### config.mk
export PLATFORM = sky130hd
export DESIGN_NAME = rnd_responder_flat
export DESIGN_NICKNAME = d
export VERILOG_FILES = /design/src/rtl/rnd_responder_pkg.sv /design/src/rtl/rnd_responder_if.sv /design/src/rtl/rnd_remainder.sv /design/src/rtl/rnd_responder.sv /design/src/flat_wrapper.sv
export SDC_FILE = /design/constraint.sdc
export NUM_CORES = 1
export LEC_CHECK = 0
export ABC_AREA = 1
export BUFFER_PORTS_ARGS = -buffer_cell sky130_fd_sc_hd__buf_2
export CORE_MARGIN = 2
export CORE_UTILIZATION = 57
export CTS_BUF_LIST = sky130_fd_sc_hd__clkbuf_4
export CTS_CLUSTER_SIZE = 20
export DETAILED_ROUTE_END_ITERATION = 16
export GPL_TIMING_DRIVEN = 1
export HOLD_SLACK_MARGIN = 0.06
export PLACE_DENSITY = 0.78
export SLEW_MARGIN = 25
export SYNTH_ARGS = -nofsm -noshare
export SYNTH_HDL_FRONTEND = slang
export SYNTH_SLANG_ARGS = --single-unit
### constraint.sdc
create_clock -name clk -period 2.35 [get_ports clk]
set_input_delay 0.235 -clock clk [delete_from_list [all_inputs] [get_ports clk]]
set_output_delay 0.235 -clock clk [all_outputs]
set_load 0.03 [all_outputs]
### src/rtl/rnd_responder_pkg.sv
// Shared constants, state encoding and LFSR step for the random-number responder.
package rnd_responder_pkg;

  localparam logic [15:0] LFSR_TAPS     = 16'hB400;
  localparam logic [15:0] DEF_SEED_INIT = 16'hACE1;

  typedef enum logic [3:0] {
    StIdle   = 4'b0001,
    StShift  = 4'b0010,
    StReduce = 4'b0100,
    StDone   = 4'b1000
  } state_e;

  // Right-shifting Galois LFSR; maximal length, so a nonzero state never reaches zero.
  function automatic logic [15:0] lfsr_step(input logic [15:0] v);
    return (v >> 1) ^ (v[0] ? LFSR_TAPS : 16'h0000);
  endfunction

endpackage

### src/rtl/rnd_responder_if.sv
// Start_rnd/Done_rnd handshake between the controller (master) and the responder (slave).
interface rnd_responder_if #(
  parameter int unsigned WIDTH = 8
);
  logic             start;
  logic             seed_load;
  logic [15:0]      seed;
  logic [WIDTH-1:0] limit;
  logic             busy;
  logic             done;
  logic [WIDTH-1:0] rnd_out;

  modport master (
    output start, seed_load, seed, limit,
    input  busy, done, rnd_out
  );

  modport slave (
    input  start, seed_load, seed, limit,
    output busy, done, rnd_out
  );
endinterface

### src/rtl/rnd_remainder.sv
// Serial restoring remainder: one dividend bit per step, MSB first, WIDTH steps per result.
module rnd_remainder #(
  parameter int unsigned WIDTH = 8
) (
  input  logic             clk,
  input  logic             rst,
  input  logic             load,
  input  logic             step,
  input  logic [WIDTH-1:0] dividend,
  input  logic [WIDTH-1:0] divisor,
  output logic             valid,
  output logic [WIDTH-1:0] result
);
  localparam int unsigned CntW = $clog2(WIDTH + 1);

  logic [WIDTH-1:0] dvd_q, dvd_d;
  logic [WIDTH-1:0] rem_q, rem_d;
  logic [CntW-1:0]  cnt_q, cnt_d;
  logic [WIDTH:0]   rem_sh;
  logic [WIDTH-1:0] rem_nx;
  logic             sub;

  always_comb begin
    rem_sh = {rem_q, dvd_q[WIDTH-1]};
    // A zero divisor never subtracts, so the dividend shifts through untouched.
    sub    = (divisor != '0) && (rem_sh >= {1'b0, divisor});
    rem_nx = sub ? (rem_sh[WIDTH-1:0] - divisor) : rem_sh[WIDTH-1:0];
    result = rem_nx;
    valid  = step && (cnt_q == CntW'(WIDTH - 1));

    dvd_d = dvd_q;
    rem_d = rem_q;
    cnt_d = cnt_q;
    if (load) begin
      dvd_d = dividend;
      rem_d = '0;
      cnt_d = '0;
    end else if (step) begin
      dvd_d = dvd_q << 1;
      rem_d = rem_nx;
      cnt_d = cnt_q + 1'b1;
    end
  end

  always_ff @(posedge clk or negedge rst) begin
    if (!rst) begin
      dvd_q <= '0;
      rem_q <= '0;
      cnt_q <= '0;
    end else begin
      dvd_q <= dvd_d;
      rem_q <= rem_d;
      cnt_q <= cnt_d;
    end
  end

endmodule

### src/rtl/rnd_responder.sv
// Responder for the controller's random-number request: LFSR advance, modulo reduce, done level.
module rnd_responder
  import rnd_responder_pkg::*;
#(
  parameter int unsigned WIDTH    = 8,
  parameter int unsigned STEPS    = 4,
  parameter logic [15:0] DEF_SEED = DEF_SEED_INIT
) (
  input  logic           clk,
  input  logic           rst,
  rnd_responder_if.slave bus
);

  state_e           state_q, state_d;
  logic [15:0]      lfsr_q, lfsr_d;
  logic [WIDTH-1:0] lim_q, lim_d;
  logic [7:0]       step_q, step_d;
  logic             done_q, done_d;
  logic [WIDTH-1:0] rnd_q, rnd_d;

  logic             rem_load;
  logic             rem_step;
  logic             rem_valid;
  logic [WIDTH-1:0] rem_result;

  rnd_remainder #(
    .WIDTH(WIDTH)
  ) u_rem (
    .clk      (clk),
    .rst      (rst),
    .load     (rem_load),
    .step     (rem_step),
    .dividend (lfsr_d[WIDTH-1:0]),
    .divisor  (lim_q),
    .valid    (rem_valid),
    .result   (rem_result)
  );

  always_comb begin
    state_d  = state_q;
    lfsr_d   = lfsr_q;
    lim_d    = lim_q;
    step_d   = step_q;
    done_d   = done_q;
    rnd_d    = rnd_q;
    rem_load = 1'b0;
    rem_step = 1'b0;

    unique case (state_q)
      StIdle, StDone: begin
        // Seed lands before the request is taken, so SHIFT runs from the new seed.
        if (bus.seed_load) begin
          lfsr_d = (bus.seed == 16'h0000) ? DEF_SEED : bus.seed;
        end
        if (bus.start) begin
          lim_d   = bus.limit;
          step_d  = 8'd0;
          done_d  = 1'b0;
          state_d = StShift;
        end
      end
      StShift: begin
        lfsr_d = lfsr_step(lfsr_q);
        step_d = step_q + 8'd1;
        if (step_q == 8'(STEPS - 1)) begin
          rem_load = 1'b1;
          state_d  = StReduce;
        end
      end
      StReduce: begin
        rem_step = 1'b1;
        if (rem_valid) begin
          rnd_d   = rem_result;
          done_d  = 1'b1;
          state_d = StDone;
        end
      end
      default: state_d = StIdle;
    endcase
  end

  always_ff @(posedge clk or negedge rst) begin
    if (!rst) begin
      state_q <= StIdle;
      lfsr_q  <= DEF_SEED;
      lim_q   <= '0;
      step_q  <= 8'd0;
      done_q  <= 1'b0;
      rnd_q   <= '0;
    end else begin
      state_q <= state_d;
      lfsr_q  <= lfsr_d;
      lim_q   <= lim_d;
      step_q  <= step_d;
      done_q  <= done_d;
      rnd_q   <= rnd_d;
    end
  end

  assign bus.busy    = (state_q == StShift) || (state_q == StReduce);
  assign bus.done    = done_q;
  assign bus.rnd_out = rnd_q;

endmodule

### src/flat_wrapper.sv
// flat-port wrapper written by rule: the top's interface ports become plain ports
module rnd_responder_flat import rnd_responder_pkg::*;
#(
  parameter int unsigned WIDTH    = 8,
  parameter int unsigned STEPS    = 4,
  parameter logic [15:0] DEF_SEED = DEF_SEED_INIT
)
  (clk, rst, bus_start, bus_seed_load, bus_seed, bus_limit, bus_busy, bus_done, bus_rnd_out);
  rnd_responder_if #(.WIDTH(WIDTH)) bus_i ();
  input  logic clk;
  input  logic rst;
  input wire logic [$bits(bus_i.start)-1:0] bus_start;
  input wire logic [$bits(bus_i.seed_load)-1:0] bus_seed_load;
  input wire logic [$bits(bus_i.seed)-1:0] bus_seed;
  input wire logic [$bits(bus_i.limit)-1:0] bus_limit;
  output wire logic [$bits(bus_i.busy)-1:0] bus_busy;
  output wire logic [$bits(bus_i.done)-1:0] bus_done;
  output wire logic [$bits(bus_i.rnd_out)-1:0] bus_rnd_out;
  assign bus_i.start = bus_start;
  assign bus_i.seed_load = bus_seed_load;
  assign bus_i.seed = bus_seed;
  assign bus_i.limit = bus_limit;
  assign bus_busy = bus_i.busy;
  assign bus_done = bus_i.done;
  assign bus_rnd_out = bus_i.rnd_out;
  rnd_responder #(.WIDTH(WIDTH), .STEPS(STEPS), .DEF_SEED(DEF_SEED)) u_core (.clk(clk), .rst(rst), .bus(bus_i));
endmodule
* After elaboration in Yosys (flattened, before gate mapping)
Cells that the tools add are included.
** Storage, ports and cells
- Memories :: 0
- Bits of input ports :: 28
- Register bits :: 65
- Latch bits :: 0
- RAM bits :: 0
- Logic and storage cells :: 63
- ROM bits :: 0
- Output and inout bits :: 10
** Operators by class
- $add $sub $neg :: 3
- Divide/modulo/power cells :: 0
- $mul :: 0
- Reductions and logical operators :: 15
- Eq/ne operators :: 10
- $lt $le $gt $ge :: 1
- Bitwise gates (word level) :: 1
- Multiplexer cells :: 23
- Shift operators :: 0
** Operators by type and width (count)
- $mux W16 :: 3
- $mux W8 :: 6
- $pmux W16 S2 :: 1
- $mux W4 :: 5
- $logic_not A16 Y1 :: 1
- $pmux W8 S2 :: 1
- $xor A15 B16 Y16 :: 1
- $pmux W4 S3 :: 1
- $ge A9 B8 Y1 :: 1
- $add A8 B1 Y8 const B :: 1
- $eq A4 B3 Y1 const B :: 2
- $eq A8 B2 Y1 const B :: 1
- $reduce_and A2 Y1 :: 4
- $reduce_bool A8 Y1 :: 1
- $sub A8 B8 Y8 :: 1
- $reduce_and A3 Y1 :: 2
- $reduce_bool A2 Y1 :: 3
- $mux W1 :: 5
- $add A4 B1 Y4 const B :: 1
- $eq A4 B1 Y1 const B :: 1
- $eq A4 B2 Y1 const B :: 1
- $eq A4 B4 Y1 const B :: 1
- $ne A2 B1 Y1 const B :: 2
- $ne A2 B2 Y1 const B :: 2
- 4 further kinds :: 5

* Longest topological paths before layout
Gate-level depths: netlist of the first run.
- Depth in word-level cells :: 5
- Mapped depth :: 14
- Depth with buffers taken out :: 13

* Modules after synthesis
A second synthesis of the first run with hierarchy kept.
** Unflattened totals
- Cells, all modules :: 533
- Area total of the unflattened synthesis :: 3898.7 µm²
** Modules (own cells, without submodules)
- rnd_responder :: times used 1, cells an instance 319, seq. area each 1137.3 µm², area an instance 2412.3 µm²
- rnd_remainder :: times used 1, cells an instance 214, seq. area each 500.5 µm², area an instance 1486.4 µm²

* Least setup slack after synthesis of the first run
Ideal clock, no wire load.
- Path kind :: register to register
- From :: register u_core.u_rem.rem_q[2]
- To :: register u_core.rnd_q[7] (netlist: u_core.bus.rnd_out[7])
- Arrival :: 1557 ps
- Buffers on the path :: 0
- Cell stages (with the launch flop) :: 13
- Data required time :: 2232 ps
- Path slack :: 676 ps
- Period minus slack after synthesis :: 1674 ps
- Setup time :: 118 ps
- Cells stage by stage :: dfrtp_1 -> ha_1 -> nand2_1 -> nor2_1 -> nand2_1 -> nand3_1 -> nand2_1 -> nand2_2 -> nand2_4 -> nand2_1 -> nand2_1 -> nand2_1 -> nand2_1
** Between the ends
- Cells in the longest elaborated chain, start to end :: 3
- Elaborated cells between the ends (all ways) :: 4
- Those cells by class :: add/sub: 1; order compare: 1; mux: 1; reduce/logical: 1
** Ends and longest elaborated chain
- start: declaration :: line rnd_remainder.sv:17 : logic [WIDTH-1:0] rem_q, rem_d;
- start signal: assignment :: line rnd_remainder.sv:52 : rem_q <= rem_d;
- $ge A9 B8 Y1 :: line rnd_remainder.sv:26 : sub = (divisor != '0) && (rem_sh >= {1'b0, divisor});
- $logic_and A1 B1 Y1 :: line rnd_remainder.sv:26
- $mux W8 (*) :: line rnd_remainder.sv:27 : rem_nx = sub ? (rem_sh[WIDTH-1:0] - divisor) : rem_sh[WIDTH-1:0];
- end signal: assignment :: line rnd_responder.sv:96 : rnd_q <= rnd_d;
- end: declaration :: line rnd_responder.sv:19 : logic [WIDTH-1:0] rnd_q, rnd_d;
Every way passes the cells marked *; elsewhere a longest branch is shown, timed or not.
A chain may end at the register's enable or synchronous reset.

* Final worst setup path of the first run
- From :: register u_core.state_q[3]
- To :: output port bus_busy
** Between the ends
- Cells in the longest elaborated chain, start to end :: 2
- Elaborated cells between the ends (all ways) :: 3
- Those cells by class :: eq/ne: 2; reduce/logical: 1
** Ends and longest elaborated chain
- start: declaration :: line rnd_responder.sv:14 : state_e state_q, state_d;
- start signal: assignment :: line rnd_responder.sv:84 : state_q <= StIdle;
- start signal: assignment :: line rnd_responder.sv:91 : state_q <= state_d;
- $eq A4 B2 Y1 / $eq A4 B3 Y1 (equally long branches) :: line rnd_responder.sv:100 : assign bus.busy = (state_q == StShift) || (state_q == StReduce);
- $logic_or A1 B1 Y1 (*) :: line rnd_responder.sv:100
- end: declaration :: line flat_wrapper.sv:16 : output wire logic [$bits(bus_i.busy)-1:0] bus_busy;
Marked as above.

==> flow_metrics.env, run 1 <==
export IMPL_finClkSkew_ps=17.2
export IMPL_tns_ps=0
export IMPL_path_cells="nor2_2 > nand3_4 > nand2_1 > buf_2"
export IMPL_gr_total_overflow=0
export IMPL_insertion_delay_ps=420
export IMPL_status="finished, final reports clean"
export IMPL_syn_num_nets=519
export IMPL_crit_arrival_ps=1760
export IMPL_crit_path_start="u_core.state_q[3]"
export IMPL_hpwlAfterDp_um=5880
export IMPL_pwr_share_seq_pct=39.8
export IMPL_grt_pass1_wl_um=14300
export IMPL_cts_htree_levels=3
export IMPL_rr_startpoint="u_core.u_rem.rem_q[2]"
export IMPL_timing_rr_end="u_core.bus.rnd_out[3]"
export IMPL_clk_pin_slew_worst_paths_ps=100
export IMPL_diodes=0
export IMPL_final_common_cell="nand2_1"
export IMPL_powerDensity_nw_per_um2=1020
export IMPL_crit_path_max_incr_delay_ps=440
export IMPL_root_buffer="clkbuf_4"
export IMPL_wirelength_um=8070
export IMPL_dieArea_um2=7150
export IMPL_peakVddDrop_mv=0.660
export IMPL_syn_area_per_cell_um2=7.71
export IMPL_grt_usage_pct=25.1
export IMPL_critPathMaxFanout=17
export IMPL_clock_path_buffers=2
export IMPL_ys_warn_count=0
export IMPL_crit_path_end="bus_busy"
export IMPL_rr_worst_depth=12
export IMPL_rsz0062_at_grt="no"
export IMPL_cts_tree="yes"
export IMPL_cp_end_kind="primary output"
export IMPL_ys_seq_elements=65
export IMPL_fin_area_um2=4190
export IMPL_antenna_found_initial=0
export IMPL_cts_buffers=9
export IMPL_coreArea_um2=6310
export IMPL_die_x_um=84.6
export IMPL_maxCapViolations=0
export IMPL_ys_types=41
export IMPL_drive_gt1_share_pct=17.6
export IMPL_pwr_share_comb_pct=46.0
export IMPL_drt_pass1_iter_count=4
export IMPL_grt_pass1_vias=3164
export IMPL_grt_max_degree=42
export IMPL_required_ps=2120
export IMPL_gp_congestion=0.929
export IMPL_finalHoldViolations=0
export IMPL_slew_viol_final=0
export IMPL_period_share_pct=84.9
export IMPL_final_cell_mix="nand2_1 (186), dfrtp_1 (56), inv_1 (46), buf_2 (37), nor2_1 (35)"
export IMPL_worstSetupPathType="flip-flop to primary output"
export IMPL_relSlewSlack_pct=60.7
export IMPL_drt_iter0_drc=160
export IMPL_via_count=3203
export IMPL_die_h_um=84.6
export IMPL_seq_area_frac_synth_pct=44.3
export IMPL_cp_slowest_cell="dfrtp_1"
export IMPL_area_growth_synth_to_final_pct=13.2
export IMPL_startpoint_type="flip-flop"
export IMPL_sw_frac_of_total_pct=43.8
export IMPL_drt_vias_per_instance=5.20
export IMPL_nets=574
export IMPL_initial_utilization_pct=58.6
export IMPL_hp_class="primary input to flip-flop"
export IMPL_fmax_mhz=501
export IMPL_worstMarginPinSlew_ps=590
export IMPL_drc=0
export IMPL_synthCells=480
export IMPL_rows=29
export IMPL_port_buffers=37
export IMPL_cell_internal_pwr_mw=2.39
export IMPL_switchingPower_mw=1.86
export IMPL_syn_area_um2=3700
export IMPL_power_leakage_nw=2.25
export IMPL_period_needed_ps=2000
export IMPL_setup_viol=0
export IMPL_ant_nets=0
export IMPL_ff2ff_setup_slack_ps=370
export IMPL_cts_sinks=65
export IMPL_clkPwrFrac_pct=14.2
export IMPL_cts_resized=0
export IMPL_io_pins=38
export IMPL_post_dp_cell_area_um2=3960
export IMPL_wl_per_cell_um=13.1
cell type report:
cell class	instances	area [um^2]
fillers	540	2130
inverters	56	213
clock buffers	10	75.1
flip-flops and latches	65	1640
repair buffers	52	343
well taps	77	96.3
clock inverters	5	23.8
multi-input cells	351	1800
registers in the layout, indices dropped and copies added, names as in the netlist:
register and cells:
u_core.u_rem.cnt_q 4, u_core.bus.done 1, u_core.lfsr_q 16, u_core.u_rem.dvd_q 8
u_core.state_q 4, u_core.lim_q 8, u_core.step_q 8, u_core.bus.rnd_out 8
u_core.u_rem.rem_q 8
power by group through the flow:
stage	sequential [mW]	combinational, mW	clock (mW)
2_1_floorplan	1.66	1.54	0
3_3_place_gp	1.70	1.90	0
3_5_place_dp	1.72	1.95	0
4_1_cts	1.69	1.97	0.624
5_1_grt	1.73	2.23	0.671
6_report	1.69	1.96	0.604
metal layers:
| metal | part of all wire, % | track usage [%] | vias up |
|---|---|---|---|
| met1 | 44 | 30.3 | 1477 |
| li1 | - | - | 1646 |
| met5 | 0 | 0 | - |
| met4 | 1.8 | 11.3 | 0 |
| met3 | 3.8 | 4.42 | 13 |
| met2 | 51 | 43.6 | 67 |
cells in the mapped netlist (all sizes together):
library cell	instances	area share (%)
nand3b	1	0.20
nand4	5	0.85
nor3	5	0.95
clkinv	3	0.30
xor2	5	1.4
o211ai	7	1.8
o31ai	2	0.41
dfstp	9	6.4
nand2	196	21
a21oi	14	2.2
o22ai	3	0.51
nand3	36	5.8
o21ai	17	2.3
xnor2	1	0.24
o21a	1	0.20
ha	10	3.4
inv	53	5.4
buf	8	1.4
dfrtp	56	38
a22o	1	0.24
fa	1	0.54
mux2i	1	0.27
o221ai	3	0.71
nor2	42	5.5
worst min-delay path by stage:
stage                      startpoint          endpoint  slack, ps  depth (start not counted)
after floorplan                   rst   u_core.bus.done        -60                          0
after global placement            rst   u_core.lim_q[5]        280                          1
after detailed placement          rst   u_core.lim_q[5]        270                          1
after CTS                 bus_seed[2]  u_core.lfsr_q[2]         70                          3
after global routing      bus_seed[2]  u_core.lfsr_q[2]         70                          3
final                     bus_seed[2]  u_core.lfsr_q[2]         80                          3
metrics by stage:
step | setup WS (ps) | hold slack (ps) | util, % | power [mW] | cells
3_5_place_dp | 407 | 272 | 62.7 | 3.66 | 588
6_report | 354 | 79.4 | 66.3 | 4.25 | 616
4_1_cts | 323 | 69.7 | 66.3 | 4.29 | 616
2_1_floorplan | 676 | -60.6 | - | 3.20 | 480
3_3_place_gp | 421 | 276 | 62.7 | 3.60 | 588
5_1_grt | 133 | 66.2 | 66.3 | 4.63 | 616
kinds of logic after synthesis:
kind of cell               synth area share, %
DFF                                       44.3
adders and majority gates                 3.92
and+or+nand+nor                           34.4
muxes                                    0.271
AOI/OAI and AO/OA                         8.39
buffers and inverters                     7.10
xor gates and xnor gates                  1.62
worst max-delay path, delay by kind of cell (launching register included):
kind	cells	cell delay [ps]
simple gates	3	690
flops	1	440
buf+inv	1	220
what timing repair did:
item                      4_1_cts  5_1_grt
buffers inserted                0        0
hold endpoints to repair       36        0
hold buffers                   13        0
Note: power is estimated with default switching activity, not from simulation.
==> inputs of run 2 (changes only) <==
- ABC_AREA: 1 -> 0
- clock period: 2.35 -> 2 ns (I/O delays scaled with it)
==> run 2 against run 1 <==
Against the previous run:
- register-to-register slack got worse by 470 ps
- global-route usage grew 0.61 points
- the flow now finishes with violations (setup timing)
- utilization increased by 11 points
- clock skew up 4.1 ps
- synthesized cell count decreased by 27%
- worst setup slack worse by 450 ps
- via count rose by 2.6%
- largest cell class unchanged
- first-iteration DRC count rose by 64%
- clock-buffer cell count unchanged
==> flow_metrics.env, run 2 <==
export IMPL_synth_edf_count=0
export IMPL_pwr_share_comb_pct=43.8
export IMPL_hp_class="primary input to flip-flop"
export IMPL_nets=494
export IMPL_synth_common_cells="dfrtp_1 (56), nand2_1 (54), o21ai_0 (20), nand4_1 (16), o211ai_1 (16)"
export IMPL_drt_vias_per_instance=6.14
export IMPL_synth_area_top_cells="dfrtp_1 (39%), dfstp_2 (6.6%), nand2_1 (5.7%)"
export IMPL_startpoint_type="flip-flop"
export IMPL_powerDensity_nw_per_um2=1180
export IMPL_power_leakage_nw=2.16
export IMPL_cts_sinks=65
export IMPL_synth_largest_area_cell="dfrtp_1"
export IMPL_grt_pass1_wl_um=14400
export IMPL_period_needed_ps=2100
export IMPL_drive_gt1_share_pct=36.7
export IMPL_io_pins=38
export IMPL_period_share_pct=105
export IMPL_cts_tree="yes"
export IMPL_cp_top_family="compound AO/OA/AOI/OAI gates"
export IMPL_grt_usage_pct=25.7
export IMPL_fin_total_pwr_mw=5.48
export IMPL_diodes=0
export IMPL_ys_seq_elements=65
export IMPL_ant_nets=0
export IMPL_crit_path_max_incr_delay_ps=420
export IMPL_area_growth_synth_to_final_pct=30.1
export IMPL_finalNonFillerCells=535
export IMPL_peakVddDrop_mv=0.850
export IMPL_violations="setup timing"
export IMPL_worstMarginPinSlew_ps=352
export IMPL_worst_path_buf_inv=2
export IMPL_post_dp_cell_area_um2=4000
export IMPL_hpwlAfterDp_um=5670
export IMPL_gr_total_overflow=0
export IMPL_seqCellArea_um2=1640
export IMPL_port_buffers=37
export IMPL_sw_frac_of_total_pct=37.0
export IMPL_critPathMaxFanout=2
export IMPL_maxCapViolations=0
export IMPL_syn_area_per_cell_um2=10.2
export IMPL_wirelength_um=9570
export IMPL_fillers=387
export IMPL_rows=28
export IMPL_dp_cells=480
export IMPL_gp_congestion=0.933
export IMPL_cp_end_kind="flip-flop"
export IMPL_crit_arrival_ps=2400
export IMPL_clock_path_buffers=2
export IMPL_relSlewSlack_pct=76.5
export IMPL_seq_area_frac_synth_pct=45.8
export IMPL_largest_reg_flops=16
export IMPL_synth_most_common_cell="dfrtp_1"
export IMPL_root_buffer="clkbuf_4"
export IMPL_via_count=3287
export IMPL_top_register="u_core.lfsr_q"
export IMPL_clk_pin_slew_worst_paths_ps=120
export IMPL_cts_buffers=9
export IMPL_synthCells=350
export IMPL_multi_input_area_um2=1900
export IMPL_pwr_share_seq_pct=37.6
export IMPL_synth_flop_cell="dfrtp_1"
export IMPL_fmax_mhz=477
export IMPL_die_x_um=83.2
export IMPL_ys_warn_count=0
export IMPL_dieArea_um2=6920
export IMPL_drt_pass1_iter_count=5
export IMPL_rsz0062_at_grt="yes"
export IMPL_finClkSkew_ps=21.3
export IMPL_ys_types=61
export IMPL_worstSetupPathType="flip-flop to flip-flop"
export IMPL_wl_per_cell_um=17.9
export IMPL_synth_top_area_share_pct=39.2
export IMPL_syn_area_um2=3570
export IMPL_drc=0
export IMPL_initial_utilization_pct=59.6
export IMPL_setup_viol=4
export IMPL_path_cells="inv_1 > ha_2 > inv_2 > fa_2 > a211oi_4 > nor3b_2 > o31ai_1 > xor2_1 > o211ai_1"
export IMPL_cell_internal_pwr_mw=3.45
export IMPL_finalHoldViolations=0
export IMPL_grt_pass1_vias=3029
export IMPL_insertion_delay_ps=430
export IMPL_cts_htree_levels=3
export IMPL_final_util_pct=77.6
export IMPL_clkPwrFrac_pct=18.6
export IMPL_drt_iter0_drc=263
export IMPL_required_ps=2310
export IMPL_final_cell_mix="dfrtp_1 (52), buf_4 (51), nand2_1 (50), buf_2 (36), dlygate4sd3_1 (18)"
export IMPL_cp_slowest_cell="dfrtp_1"
export IMPL_fin_area_um2=4650
export IMPL_antenna_found_initial=0
export IMPL_postSynth_asyncResetShare_pct=100
export IMPL_coreArea_um2=5990
export IMPL_final_common_cell="dfrtp_1"
export IMPL_grt_max_degree=66
export IMPL_status="finished, violations left"
export IMPL_die_h_um=83.2
export IMPL_switchingPower_mw=2.03
export IMPL_final_setup_worst_slack_ps=-96.9
export IMPL_slew_viol_final=0
export IMPL_syn_num_nets=389
run 2: cell count changes in the layout (fill, tap and decap cells not counted), moves of 6 or more:
| cell | change |
|---|---|
| a22oi_1 | +10 |
| buf_4 | +50 |
| inv_1 | -39 |
| mux2_2 | +8 |
| nand2_1 | -136 |
| nand3_1 | -19 |
| nand4_1 | +11 |
| nor2_1 | -22 |
| nor4_1 | +6 |
| o211ai_1 | +12 |
| o21ai_0 | +10 |
run 2: logic make-up (layout without fill, tap and decap cells):
group           Yosys count  in the layout  share of synthesized area, %
compound gates          100            101                          20.4
xor+xnor                 12             12                          2.94
fa+ha+maj                11             11                          4.06
buf+inv                  27            136                          4.97
flops                    65             65                          45.8
mux                      10             10                          3.22
simple gates            125            125                          18.6
run 2: power groups by stage:
stage,Combinational [mW],Sequential [mW],Clock [mW]
6_report,2.40,2.06,1.02
2_1_floorplan,1.50,1.94,0
3_5_place_dp,1.91,2.05,0
3_3_place_gp,1.87,2.04,0
4_1_cts,2.03,2.02,1.01
5_1_grt,2.60,2.09,1.08
run 2: final timing paths:
check | from | endpoint | slack (ps) | cells past startpoint
worst max-delay path | u_core.u_rem.dvd_q[7] | u_core.u_rem.rem_q[6] | -100 | 9
worst min-delay path | bus_seed[0] | u_core.lfsr_q[0] | 80 | 3
worst max register to register | u_core.u_rem.dvd_q[7] | u_core.u_rem.rem_q[6] | -100 | 9
worst min register to register | u_core.bus.rnd_out[0] | u_core.bus.rnd_out[0] | 490 | 2
max in group asynchronous | rst | u_core.lfsr_q[13] | 1350 | 3
min in group asynchronous | rst | u_core.u_rem.rem_q[5] | 300 | 3
run 2: stage by stage:
| step | setup slack [ps] | setup TNS, ps | hold slack [ps] |
|---|---|---|---|
| floorplan | -5.02 | -5.02 | -95.6 |
| global placement | -4.25 | -4.25 | 242 |
| detailed placement | -44.7 | -74.0 | 244 |
| CTS | -57.2 | -118 | 62.4 |
| global route | -173 | -1220 | 93.1 |
| finish | -96.9 | -236 | 76.4 |
run 2: repair_timing:
action | in CTS | in global routing
hold buffers | 18 | 0
gates cloned | 0 | 1
pin swaps | 4 | 15
hold endpoints to repair | 73 | 0
gates resized for setup | 9 | 28
endpoints found under the setup margin | 13 | 41
setup buffers | 5 | 15
run 2: final cells by class:
| type | instances | share of cell area (%) |
|---|---|---|
| Multi-Input combinational cell | 259 | 40.9 |
| Sequential cell | 65 | 35.4 |
| Timing Repair Buffer | 111 | 17.6 |
| Tap cell | 75 | 2.02 |
| Clock inverter | 6 | 1.78 |
| Clock buffer | 10 | 1.62 |
| Inverter | 9 | 0.727 |
run 2: routing by layer:
layer,track usage (%),wire (um)
met3,3.98,452
met1,34.6,4030
met5,0,0
met4,10.4,264
met2,41.6,4830
run 2: tightest hold or removal path: cells and delay by family:
family | cells | cell delay, ps
AOI/OAI and AO/OA | 1 | 110
buffers and inverters | 1 | 100
and+or+nand+nor | 1 | 70
